$ cat config.mk
export PLATFORM = sky130hd
export DESIGN_NAME = am_demod_ctrl
export DESIGN_NICKNAME = d
export VERILOG_FILES = /design/src/rtl/am_demod_pkg.sv /design/src/rtl/am_demod_ctrl.sv
export SDC_FILE = /design/constraint.sdc
export NUM_CORES = 1
export LEC_CHECK = 0
export BUFFER_PORTS_ARGS = -buffer_cell sky130_fd_sc_hd__buf_4
export CORE_ASPECT_RATIO = 1.25
export CORE_MARGIN = 5
export CORE_UTILIZATION = 40
export DETAILED_ROUTE_END_ITERATION = 7
export GPL_TIMING_DRIVEN = 0
export PLACE_DENSITY = 0.71
export SLEW_MARGIN = 20
export SYNTH_ARGS = -nofsm -noshare
export SYNTH_HDL_FRONTEND = slang
export SYNTH_SLANG_ARGS = --single-unit
$ cat constraint.sdc
create_clock -name clk -period 2.3 [get_ports clk]
set_clock_uncertainty 0.05 [all_clocks]
set_input_delay 0.46 -clock clk [delete_from_list [all_inputs] [get_ports clk]]
set_output_delay 0.46 -clock clk [all_outputs]
set_load 0.02 [all_outputs]
$ cat src/rtl/am_demod_pkg.sv
`default_nettype none
// ============================================================================
//  Module      : am_demod_pkg
//  Description : Shared types and constants for the AM demodulator control
//                block: FSM state encoding, default ratio field width and
//                the oversample ratio applied out of reset.
//  Revision    : 1.0 - initial release
// ============================================================================
package am_demod_pkg;

    localparam int c_DEFAULT_RATIO_WIDTH = 8;
    localparam int c_RESET_RATIO         = 8;

    typedef enum logic [1:0] {
        S_IDLE   = 2'd0,
        S_FLUSH  = 2'd1,
        S_SETTLE = 2'd2,
        S_RUN    = 2'd3
    } state_t;

endpackage
`default_nettype wire

$ cat src/rtl/am_demod_ctrl.sv
`default_nettype none
// ============================================================================
//  Module      : am_demod_ctrl
//  Description : Sequences an AM demodulator through reconfiguration. A
//                config request loads shadow ratio/settle registers, holds
//                the demodulator in reset for FLUSH_CYCLES, discards
//                cfg_settle_samples output strobes, then forwards samples
//                downstream with one cycle of latency while locked.
//  Ports       : clk, reset (sync, active high), enable (run/park level)
//                cfg_valid/cfg_ready/cfg_oversample_ratio/cfg_settle_samples
//                  - configuration handshake
//                demod_reset, demod_oversample_ratio - demodulator control
//                demod_out, demod_out_valid           - demodulator samples
//                out, out_valid                       - gated samples
//                locked, state, cfg_err               - status
//  Revision    : 1.0 - initial release
// ============================================================================
module am_demod_ctrl
    import am_demod_pkg::*;
#(
    parameter int OUTPUT_WIDTH = 16,
    parameter int RATIO_WIDTH  = c_DEFAULT_RATIO_WIDTH,
    parameter int FLUSH_CYCLES = 16
) (
    input  logic                           clk,
    input  logic                           reset,
    input  logic                           enable,
    input  logic                           cfg_valid,
    output logic                           cfg_ready,
    input  logic        [RATIO_WIDTH-1:0]  cfg_oversample_ratio,
    input  logic        [15:0]             cfg_settle_samples,
    output logic                           demod_reset,
    output logic        [RATIO_WIDTH-1:0]  demod_oversample_ratio,
    input  logic signed [OUTPUT_WIDTH-1:0] demod_out,
    input  logic                           demod_out_valid,
    output logic signed [OUTPUT_WIDTH-1:0] out,
    output logic                           out_valid,
    output logic                           locked,
    output logic        [1:0]              state,
    output logic                           cfg_err
);

    localparam int                c_FCNT_W     = (FLUSH_CYCLES > 1) ? $clog2(FLUSH_CYCLES) : 1;
    localparam logic [c_FCNT_W-1:0] c_FLUSH_LAST = c_FCNT_W'(FLUSH_CYCLES - 1);

    state_t                          r_state;
    state_t                          w_state_next;
    logic        [c_FCNT_W-1:0]      r_flush_cnt;
    logic        [15:0]              r_settle_cnt;
    logic        [RATIO_WIDTH-1:0]   r_ratio;
    logic        [15:0]              r_settle_target;
    logic                            r_loaded;
    logic                            r_cfg_err;
    logic signed [OUTPUT_WIDTH-1:0]  r_out;
    logic                            r_out_valid;

    logic w_cfg_accept;
    logic w_cfg_load;
    logic w_cfg_reject;
    logic w_settle_hit;
    logic w_forward;

    // Config is only accepted while the demodulator is idle or running;
    // FLUSH and SETTLE must run to completion with a stable shadow set.
    assign cfg_ready    = (r_state == S_IDLE) || (r_state == S_RUN);
    assign w_cfg_accept = cfg_valid && cfg_ready;
    assign w_cfg_reject = w_cfg_accept && (cfg_oversample_ratio == '0);
    assign w_cfg_load   = w_cfg_accept && (cfg_oversample_ratio != '0);

    // The target is at least 1 whenever SETTLE is entered, so this matches
    // exactly the strobe that completes the discard window.
    assign w_settle_hit = demod_out_valid && ((r_settle_cnt + 16'd1) == r_settle_target);

    // Only strobes seen while already in RUN are passed on; the strobe that
    // completes SETTLE (the transition into RUN) is part of the discard set.
    assign w_forward    = (r_state == S_RUN) && demod_out_valid;

    // ------------------------------------------------------------------
    // FSM state register
    // ------------------------------------------------------------------
    always_ff @(posedge clk) begin
        if (reset) begin
            r_state <= S_IDLE;
        end else begin
            r_state <= w_state_next;
        end
    end

    // ------------------------------------------------------------------
    // FSM next state and state-decoded outputs
    // ------------------------------------------------------------------
    always_comb begin
        w_state_next = r_state;
        demod_reset  = 1'b1;
        locked       = 1'b0;
        case (r_state)
            S_IDLE: begin
                if (r_loaded || w_cfg_load) begin
                    w_state_next = S_FLUSH;
                end
            end
            S_FLUSH: begin
                if (r_flush_cnt == c_FLUSH_LAST) begin
                    w_state_next = (r_settle_target == 16'd0) ? S_RUN : S_SETTLE;
                end
            end
            S_SETTLE: begin
                demod_reset = 1'b0;
                if (w_settle_hit) begin
                    w_state_next = S_RUN;
                end
            end
            S_RUN: begin
                demod_reset = 1'b0;
                locked      = 1'b1;
                if (w_cfg_load) begin
                    w_state_next = S_FLUSH;
                end
            end
            default: begin
                w_state_next = S_IDLE;
            end
        endcase
        // Dropping enable parks the block regardless of any config event.
        if (!enable) begin
            w_state_next = S_IDLE;
        end
    end

    // ------------------------------------------------------------------
    // Flush and settle counters; both restart whenever their state is left,
    // so RUN -> FLUSH naturally begins a fresh flush window.
    // ------------------------------------------------------------------
    always_ff @(posedge clk) begin
        if (reset) begin
            r_flush_cnt  <= '0;
            r_settle_cnt <= '0;
        end else begin
            if (r_state == S_FLUSH) begin
                r_flush_cnt <= r_flush_cnt + c_FCNT_W'(1);
            end else begin
                r_flush_cnt <= '0;
            end

            if (r_state != S_SETTLE) begin
                r_settle_cnt <= '0;
            end else if (demod_out_valid && (r_settle_cnt != 16'hFFFF)) begin
                r_settle_cnt <= r_settle_cnt + 16'd1;
            end
        end
    end

    // ------------------------------------------------------------------
    // Shadow configuration and sticky error
    // ------------------------------------------------------------------
    always_ff @(posedge clk) begin
        if (reset) begin
            r_ratio         <= RATIO_WIDTH'(c_RESET_RATIO);
            r_settle_target <= '0;
            r_loaded        <= 1'b0;
            r_cfg_err       <= 1'b0;
        end else begin
            if (w_cfg_reject) begin
                r_cfg_err <= 1'b1;
            end
            if (w_cfg_load) begin
                r_ratio         <= cfg_oversample_ratio;
                r_settle_target <= cfg_settle_samples;
                r_loaded        <= 1'b1;
            end
        end
    end

    // ------------------------------------------------------------------
    // Output sample register; holds the last forwarded value
    // ------------------------------------------------------------------
    always_ff @(posedge clk) begin
        if (reset) begin
            r_out       <= '0;
            r_out_valid <= 1'b0;
        end else begin
            r_out_valid <= w_forward;
            if (w_forward) begin
                r_out <= demod_out;
            end
        end
    end

    assign state                  = r_state;
    assign demod_oversample_ratio = r_ratio;
    assign cfg_err                = r_cfg_err;
    assign out                    = r_out;
    assign out_valid              = r_out_valid;

endmodule
`default_nettype wire

==> flow_summary.yaml <==
outcome:
  outcome: "complete, no violations"
timing:
  final.setup.tns_ps: 0
  final_min_period_over_clock_period: 0.964
  minimum_period_implied_by_the_final_worst_setup_slack_ps: 2220
  worst-slew-pin-transition_ps: 572
  finalSetupViolCount: 0
  timing_hold_violations_final: 0
  max-slew-margin-rel: 0.619
  setup_ws_ps: 82.4
  fmax_ghz: 0.451
  final-max-slew-violation-count: 0
placed_design:
  place.gp.congestion: 0.983
  dp_hpwl_mm: 6.32
  dp_worst_slack_ps: -253
  port_buffers: 74
final_layout:
  fillerInstances: 704
  sequential_cell_area_in_the_final_layout_mm2: 0.00131
  antenna_cells_inserted: 0
  post_synthesis_to_final_layout_area_growth_pct: 31.6
  multi_input_area_mm2: 0.00171
  fin_nets: 523
  drive_gt1_frac: 0.235
logic_synthesis:
  async_reset_ff_frac: 0
  post_synth_main_area_contributors: "dfxtp_1 42%, nand2_1 11%, a21oi_1 6.7%, xnor2_1 5.7%, xor2_1 5.1%"
  synth-main-ff-cell: "dfxtp_1"
  synth_enable_flop_cells: 0
  postSynthRegisterBits: 65
  syn_area_per_cell_um2: 7.95
  synth_largest_type_area_fraction: 0.422
  yosysTopAreaCell: "dfxtp_1"
  seq_area_frac_synth: 0.422
  yosysWarnings: 0
  synth.cell_area_mm2: 0.00308
  synth_fp_nets: 439
  synthCells: 388
  post_synth_num_cell_types: 43
cts:
  cts_tree: "done"
  buffers_from_clock_root_to_sink_at_most: 2
  clkSlewWorstSetupHoldPaths_ps: 70
  ctsHtreeMaxLevel: 3
  cts.sink_count: 65
  tritoncts_buffer_count: 9
  clock_latency_ps: 340
  post-cts-setup-buffers: 0
  ctsRootBufferMaster: "clkbuf_8"
detailed_routing:
  average_wire_per_standard_cell_um: 14.5
  wl_met1_mm: 3.26
  totalWireLength_mm: 8.26
  dr_total_vias: 2940
  met2_wirelength_mm: 4.12
  drtPass1Iterations: 4
  detail-route-antenna-nets: 0
  detail_route.vias_per_cell: 5.17
  route.detailed.drc: 0
  detail_route.iter0.violations: 290
  route.met3.wl_um: 663
  top_signal_layer_used: "met4"
global_route:
  all_layer_gr_usage: 0.181
  pin_count_of_the_biggest_net_entering_global_routing: 13
  grt_first_pass_wirelength_mm: 13.5
  grt_overflow: 0
  antenna_found_initial: 0
  grt_pass1_vias: 2922
run:
  timing.max_cap.violations: 0
floorplanning:
  die_area_mm2: 0.00957
  coreArea_mm2: 0.00744
  die_height_um: 108
  initial_utilization: 0.414
  die-width_um: 88.5
  fp-row-count: 35
  io_pins: 76
power:
  power.ir.vdd_worst_v: 0.000479
  static_leakage_power_nw: 1.58
  combinational_power_share: 0.124
  pwr_density_mw_per_mm2: 672
  p_clk_frac: 0.435
  cell_internal_power_dissipation_mw: 2.04
  p_sw_frac: 0.250
  p_seq_frac: 0.441
  power.net_switching_uw: 681
setup_path:
  arrival_ps: 2430
  endpoint_kind: "flop"
  worstPathMaxFanout: 8
  timing.setup.critical_path_class: "flop to flop"
  cp_data_required_time_ps: 2520
  worstSetupStartpointType: "flop"
min_path:
  hold_path_class: "primary input to flop"
final timing paths:
path                             start                        end  slack (ps)  cells after the start
max                           state[1]                   state[0]          80                      8
min reg2reg  demod_oversample_ratio[0]  demod_oversample_ratio[0]         410                      2
min            cfg_oversample_ratio[3]  demod_oversample_ratio[3]         290                      3
max reg2reg                   state[1]                   state[0]          80                      8
power groups by stage:
stage                     Combinational (mW)  Clock, mW  Sequential (mW)
after detailed placement               0.324          0             1.23
after CTS                              0.326       1.21             1.20
after floorplan                        0.167          0             1.24
final                                  0.337       1.19             1.20
after global placement                 0.320          0             1.23
after global routing                   0.372       1.25             1.21
critical path, cell delays in order, from the launching register on:
cell and delay (ps):
dfxtp_1 410, inv_1 90, ha_1 320, nor2b_1 150
and2_4 220, o21ai_1 170, nor4_2 370, a31oi_2 170
a21oi_1 190
layer usage:
layer	GRT usage	up-vias
met1	0.205	1353
met4	0.0724	0
met2	0.299	102
li1	-	1468
met3	0.0716	17
met5	0	-
cells in the mapped netlist, types with 4 or more instances:
master / instances
inv_1: 9
and2_1: 4
nor3_1: 4
nor2_1: 33
nand3_1: 16
nand2_1: 94
dfxtp_1: 65
nor4_1: 8
o21ai_0: 4
clkbuf_1: 15
nand2b_1: 4
buf_2: 5
xor2_1: 18
nand4_1: 5
a21oi_1: 41
xnor2_1: 20
ha_1: 6
timing repair:
item,4_1_cts,5_1_grt
pin swaps,0,1
endpoints found under the setup margin,29,29
resized for setup,6,15
hold buffers,0,0
hold endpoints to repair,0,0
cell usage in the layout (no fill, tap or decap), drive strengths merged, types with 2 or more instances in the layout:
cell,Yosys,final
nor2b,3,3
clkbuf,15,25
nor3,4,4
nor4,9,9
nand3,17,17
o21ai,5,5
a31oi,4,4
nand2b,4,4
inv,9,9
clkinv,0,3
xor2,18,18
nand4b,3,3
buf,6,79
o31ai,2,2
nand2,94,94
nor2,34,34
mux2i,3,3
dfxtp,65,65
and2,5,5
ha,6,6
nand4,6,6
xnor2,21,21
o211ai,2,2
a22oi,2,2
a21oi,41,41
bufinv,0,3
per-stage QoR:
stage	power (mW)	utilization	hold slack (ps)	instances	cell area, µm²
global placement	1.55	0.504	378	554	3750
CTS	2.74	0.539	269	569	4020
global route	2.83	0.545	291	569	4060
finish	2.72	0.545	289	569	4060
detailed placement	1.55	0.504	395	554	3750
floorplan	1.40	-	368	388	3080
logic make-up after synthesis:
kind of cell / count (synthesis) / share of synthesized area
xor gates and xnor gates: 39 / 0.113
DFF: 65 / 0.422
AOI/OAI and AO/OA: 61 / 0.114
and+or+nand+nor: 184 / 0.278
adders and majority gates: 6 / 0.0244
muxes: 3 / 0.00974
buffers and inverters: 30 / 0.0386
sequential cells by signal, summed over array words and instances, names as in the netlist:
signal / cells
r_settle_target: 16
demod_oversample_ratio: 8
r_loaded: 1
state: 2
out: 16
out_valid: 1
r_settle_cnt: 16
cfg_err: 1
r_flush_cnt: 4
final cells by class:
type                    instances  share of cell area
clock inverters                 6              0.0287
inverters                       9             0.00833
flip-flops and latches         65               0.322
clock buffers                  10              0.0315
well taps                      92              0.0284
multi-input cells             293               0.422
plain buffers                  20              0.0225
repair buffers                 74               0.137
No activity file was read; power rests on OpenSTA's default activity.
